--- src/rtl/dm_sram_bridge.sv ---
// Data-memory responder: turns a single MEM-stage load/store request into a
// multi-cycle access on an external asynchronous 32-bit SRAM.
module dm_sram_bridge #(
    parameter int ADDR_W  = 20,
    parameter int RD_WAIT = 1,
    parameter int WR_WAIT = 1
) (
    input  logic              clk,
    input  logic              rst,
    input  logic              dm_re_i,
    input  logic              dm_we_i,
    input  logic [31:0]       dm_addr_i,
    input  logic [3:0]        dm_wbe_n_i,
    input  logic [31:0]       dm_wdata_i,
    output logic [31:0]       dm_rdata_o,
    output logic              dm_stall_o,
    output logic [ADDR_W-1:0] sram_addr_o,
    output logic              sram_ce_n_o,
    output logic              sram_oe_n_o,
    output logic              sram_we_n_o,
    output logic [3:0]        sram_be_n_o,
    output logic [31:0]       sram_wdata_o,
    output logic              sram_data_oe_o,
    input  logic [31:0]       sram_rdata_i
);

    typedef enum logic [2:0] {
        S_IDLE,
        S_RD,
        S_WR,
        S_WR_REC,
        S_DONE
    } state_t;

    state_t     state, state_nx;
    logic [2:0] cnt, cnt_nx;
    logic [3:0] wbe_q;
    logic       req, accept, last;
    logic       ce_n_d, oe_n_d, we_n_d, data_oe_d;
    logic [3:0] be_n_d;
    logic       addr_unused;

    assign req         = (dm_re_i | dm_we_i) & (dm_wbe_n_i != 4'hF);
    assign accept      = (state == S_IDLE) & req;
    assign addr_unused = ^{dm_addr_i[31:ADDR_W+2], dm_addr_i[1:0]};

    always_comb begin
        state_nx = state;
        cnt_nx   = cnt;
        last     = (cnt == '0);
        case (state)
            S_IDLE: begin
                if (req) begin
                    if (dm_we_i) begin
                        state_nx = S_WR;
                        cnt_nx   = 3'(WR_WAIT);
                    end else begin
                        state_nx = S_RD;
                        cnt_nx   = 3'(RD_WAIT);
                    end
                end
            end
            S_RD: begin
                if (last) state_nx = S_DONE;
                else      cnt_nx   = cnt - 3'd1;
            end
            S_WR: begin
                if (last) state_nx = S_WR_REC;
                else      cnt_nx   = cnt - 3'd1;
            end
            S_WR_REC: state_nx = S_DONE;
            S_DONE:   state_nx = S_IDLE;
            default:  state_nx = S_IDLE;
        endcase

        dm_stall_o = accept || (state == S_RD) || (state == S_WR) || (state == S_WR_REC);

        // Strobes are decoded from the next state and registered, so they line
        // up with the state they belong to without combinational glitches.
        ce_n_d    = !((state_nx == S_RD) || (state_nx == S_WR) || (state_nx == S_WR_REC));
        oe_n_d    = (state_nx != S_RD);
        we_n_d    = (state_nx != S_WR);
        data_oe_d = (state_nx == S_WR) || (state_nx == S_WR_REC);
        be_n_d    = 4'hF;
        if (state_nx == S_RD)
            be_n_d = 4'h0;
        else if ((state_nx == S_WR) || (state_nx == S_WR_REC))
            be_n_d = accept ? dm_wbe_n_i : wbe_q;
    end

    always_ff @(posedge clk) begin
        if (rst) begin
            state          <= S_IDLE;
            cnt            <= '0;
            wbe_q          <= '1;
            sram_addr_o    <= '0;
            sram_wdata_o   <= '0;
            dm_rdata_o     <= '0;
            sram_ce_n_o    <= 1'b1;
            sram_oe_n_o    <= 1'b1;
            sram_we_n_o    <= 1'b1;
            sram_be_n_o    <= '1;
            sram_data_oe_o <= 1'b0;
        end else begin
            state          <= state_nx;
            cnt            <= cnt_nx;
            sram_ce_n_o    <= ce_n_d;
            sram_oe_n_o    <= oe_n_d;
            sram_we_n_o    <= we_n_d;
            sram_be_n_o    <= be_n_d;
            sram_data_oe_o <= data_oe_d;
            if (accept) begin
                sram_addr_o  <= dm_addr_i[ADDR_W+1:2];
                wbe_q        <= dm_wbe_n_i;
                sram_wdata_o <= dm_wdata_i;
            end
            if ((state == S_RD) && last)
                dm_rdata_o <= sram_rdata_i;
        end
    end

endmodule

--- config.mk ---
export PLATFORM = sky130hd
export DESIGN_NAME = dm_sram_bridge
export DESIGN_NICKNAME = d
export VERILOG_FILES = /design/src/rtl/dm_sram_bridge.sv
export SDC_FILE = /design/constraint.sdc
export NUM_CORES = 1
export LEC_CHECK = 0
export CORE_MARGIN = 3
export CORE_UTILIZATION = 42
export DETAILED_ROUTE_END_ITERATION = 10
export GPL_TIMING_DRIVEN = 0
export PLACE_DENSITY = 0.94
export SLEW_MARGIN = 10
export SYNTH_ARGS = -nofsm -noshare
export SYNTH_HDL_FRONTEND = slang
export SYNTH_SLANG_ARGS = --single-unit
export TNS_END_PERCENT = 100
--- constraint.sdc ---
create_clock -name clk -period 3.1 [get_ports clk]
set_input_delay 0.62 -clock clk [delete_from_list [all_inputs] [get_ports clk]]
set_output_delay 0.62 -clock clk [all_outputs]
set_load 0.05 [all_outputs]
=== After elaboration in Yosys (flattened, before gate mapping) ===
Cells that the tools add are included.

* Bits in registers: 102
* Output and inout bits: 93
* Logic and storage cells: 50

* Add/sub/neg operators: 1
* Eq/ne operators: 11
* Muxes and demuxes: 11
* Bitwise logic cells: 3
* Reductions and logical operators: 13

{| class="wikitable"
|+ Operators with widths
! kind !! count
|-
| 2-to-1 mux 3 bit || 5
|-
| == test 3 x 2 -> 1 bit, second input constant || 4
|-
| 2-to-1 mux 4 bit || 3
|-
| case mux 3 bit (4 select lines) || 1
|-
| == test 3 x 1 -> 1 bit, second input constant || 2
|-
| zero test 3 bit || 2
|-
| logical OR 1 bit || 6
|-
| case mux 3 bit (2 select lines) || 1
|-
| != test 2 bit, second input constant || 2
|-
| != test 4 bit, second input constant || 1
|-
| != test 3 x 1 -> 1 bit, second input constant || 1
|-
| != test 3 x 2 -> 1 bit, second input constant || 1
|-
| AND reduction 3 bit || 1
|-
| subtractor 3 x 1 -> 3 bit, second input constant || 1
|-
| bitwise AND 1 bit || 2
|-
| 2-to-1 mux 2 bit || 1
|-
| nonzero test 2 bit || 1
|-
| OR reduction 2 bit || 1
|-
| logical AND 1 bit || 1
|-
| zero test 1 bit || 1
|-
| OR 1 bit || 1
|}

=== Logic depth before layout (Yosys ltp) ===
* Depth in word-level cells: 8
* Gate-level depth with buffers: 8
* Gate-level depth less buffers: 7

=== Worst setup path before layout ===
Ideal clock, no wire load.

* Path kind: input to output
* From: input port dm_re_i
* To: output port dm_stall_o
* Arrival: 1912 ps
* Data required time: 2480 ps
* Slack: 568 ps
* Stages on the path: 4
* Path buffers: 1
* Path through: nor2_1 > nand3b_1 > buf_2 > o21ai_0

* Longest elaborated chain between the ends: 6

{| class="wikitable"
|+ Ends and longest elaborated chain
! what !! line !! RTL
|-
| start: declaration || 10 || <nowiki>input logic dm_re_i,</nowiki>
|-
| OR 1 bit || 43 || <nowiki>assign req = (dm_re_i | dm_we_i) & (dm_wbe_n_i != 4'hF);</nowiki>
|-
| bitwise AND 1 bit || 43 ||
|-
| bitwise AND 1 bit || 44 || <nowiki>assign accept = (state == S_IDLE) & req;</nowiki>
|-
| logical OR 1 bit (3 in series) || 76 || <nowiki>dm_stall_o = accept || (state == S_RD) || (state == S_WR) || (state == S_WR_REC);</nowiki>
|-
| end: declaration || 16 || <nowiki>output logic dm_stall_o,</nowiki>
|}

Every way passes these cells.

=== Final worst setup path ===
* From: input port dm_wbe_n_i[2]
* To: output port dm_stall_o

* Longest elaborated chain between the ends: 6

{| class="wikitable"
|+ Ends and longest elaborated chain
! what !! line !! RTL
|-
| start: declaration || 13 || <nowiki>input logic [3:0] dm_wbe_n_i,</nowiki>
|-
| != test 4 bit || 43 ||
|-
| bitwise AND 1 bit || 43 ||
|-
| bitwise AND 1 bit || 44 ||
|-
| logical OR 1 bit (3 in series) || 76 ||
|}

Every way passes these cells.

==> results.md <==
* Final min period at 2.94 ns
* Width of the chip at 100 um
* Total negative slack at 0 ns
* Most frequent cells in the layout: clkdlybuf4s50_1, nand2_1, dfxtp_1, a21oi_1, clkbuf_1
* CTS tree: done
* Number of antenna repair diodes at 0
* Layout cells sized above 1 at 7.09%
* Starting Density at 44.1%
* Flops & latches, synth at 102
* Ys flop type: dfxtp_1
* Row Count at 33
* # nets final at 750
* Peak VDD IR at 0.393 mV
* Iter 0 DRT Violations at 109
* Number of global-route vias before repair at 3797
* Critical path arrival at 2.32 ns
* Critical Path Start Type: input pin
* H-Tree Depth at 3
* Most common cell after layout, fill and taps aside: clkdlybuf4s50_1
* Final setup margin at 0.158 ns
* Critical path required time at 2.48 ns
* Pre-CTS WS at -0.520 ns
* Vias per inst at 4.98
* CTS root buffer: clkbuf_8
* Asr flop ratio synth at 0%
* First-pass DRT Iterations at 4
* Actual slew at the worst max-slew pin at 0.658 ns
* Gr ovfl total at 0
* Crit. End Element: output pin
* Post-synth EDFFs at 0
* Initial antenna violation count at 0
* Final hold viol count at 0
* Clock Skews at 0.0121 ns
* Via Count at 3756
* Synthesis warning total at 0
* Fillers at 660
* Setup slack on the worst flop-to-flop path at 1.31 ns
* Final worst-path cycle share at 94.9%
* Final wirelength at 10800 um
* Number of CTS-inserted buffers at 9
* Antenna Nets Post-Route at 0
* P per Cell Area at 674 nW/um^2
* Die area at 10000 um^2
* Clock Latency Late Sink at 0.35 ns
* Gr usage total at 20.8%
* Distinct cells, synth at 34
* Min-Delay Path Class: register to register
* CTS sink cnt at 102
* Mapped Area at 3720 um^2
* Post-synth net total at 555
* Post-synthesis cell count at 449
* Area Overhead vs Synth at 59.2%
* Crit Path Class: input pin to output pin
* RSZ-0062 raised after global routing: no
* Io pins at 197
* Hpwl dp at 8350 um
* Syn_area_per_cell at 8.28 um^2
* Wirelength per Cell at 14.3 um
* Chip height at 100 um
* Routability cong. at 0.861
* Fmax at 340 MHz
* Seq/Total Area, Yosys at 54.9%
* Clk buf depth at 2
* Count of final setup violators at 0
* Max-cap violations at 0
* DRC viols at 0
* Leak pwr at 0.00215 uW
* First-pass GRT wire length at 17100 um
* IO buf count at 183
* Clock-pin transition on the worst setup and hold timing paths at 0.09 ns
* Status: complete, no violations
* Largest net degree at the start of global routing at 19
* Crit path max fanout at 10
* Core Box Area at 8420 um^2
* Slew Limit Headroom at 55.8%
* Hold_ws at 0.462 ns
* Pins over their slew limit at 0
synthesized netlist by cell type (5+ instances only):
cell type  count  area share, %
nor3_1         5           0.67
dfxtp_1      102             55
buf_4          5            1.0
nand2b_1       7            1.2
clkbuf_1      18            1.8
buf_2          5           0.67
a21oi_2        9            2.1
and3_1         5           0.84
a21oi_1       82             11
nand2_1      169             17
what timing repair did:
action | CTS | global route
endpoints found under the setup margin | 1 | 0
hold endpoints to repair | 0 | 0
hold buffers | 0 | 0
resized for setup | 5 | 0
buffers inserted | 1 | 0
registers in the layout, indices dropped and copies added, names as in the netlist, 3 cells and up:
name,count
dm_rdata_o,32
sram_wdata_o,32
sram_addr_o,20
sram_be_n_o,4
wbe_q,4
cnt,3
state,3
kinds of logic (layout without fill, tap and decap cells):
| family | after synthesis | after routing | synth area share, % |
|---|---|---|---|
| buf+inv | 37 | 237 | 5.21 |
| simple gates | 205 | 205 | 23.0 |
| flops | 102 | 102 | 54.9 |
| compound gates | 102 | 102 | 15.9 |
| fa+ha+maj | 2 | 2 | 0.673 |
| xor+xnor | 1 | 1 | 0.236 |
stage by stage:
stage          cell area (um^2)  std cells  utilization [%]  total power [uW]
2_1_floorplan              3720        449                -              2550
3_3_place_gp               5680        737             67.5              3040
3_5_place_dp               5680        737             67.5              3090
4_1_cts                    5920        754             70.3              4010
5_1_grt                    5920        754             70.3              4180
6_report                   5920        754             70.3              3990
layout make-up:
| class | instances | area, um^2 | share of cell area (%) |
|---|---|---|---|
| Sequential cell | 102 | 2040 | 34.5 |
| Timing Repair Buffer | 184 | 1840 | 31.1 |
| Multi-Input combinational cell | 310 | 1490 | 25.1 |
| Buffer | 33 | 179 | 3.02 |
| Tap cell | 105 | 131 | 2.22 |
| Clock buffer | 9 | 124 | 2.09 |
| Clock inverter | 7 | 101 | 1.71 |
| Inverter | 4 | 15.0 | 0.254 |
where the power goes:
| part | leakage, uW | total, uW | internal [uW] | switching (uW) |
|---|---|---|---|---|
| Sequential | 0.000836 | 1550 | 1470 | 78.0 |
| Combinational | 0.00121 | 1510 | 551 | 959 |
| Clock | 0.000107 | 925 | 464 | 461 |
| Total | 0.00215 | 3990 | 2490 | 1500 |
final timing paths:
check | cells after the start | start | endpoint
max reg2reg | 7 | cnt[0] | dm_rdata_o[6]
max | 6 | dm_wbe_n_i[2] | dm_stall_o
min reg2reg | 2 | dm_rdata_o[30] | dm_rdata_o[30]
min | 2 | dm_rdata_o[30] | dm_rdata_o[30]
worst max-delay path, stage by stage:
cell and delay [ns]:
clkdlybuf4s50_1 0.50, a41oi_2 0.32, nand3b_1 0.17, buf_2 0.21, o21ai_0 0.09, clkdlybuf4s15_2 0.41
metal layers:
layer	global-route usage (%)	vias to the layer above	share of wire, %
met5	0	-	0
met4	6.94	0	1.5
met3	5.98	17	8.8
met2	37.7	152	50
met1	23.3	1731	40
li1	-	1856	-
No activity file was read; power rests on OpenSTA's default activity.
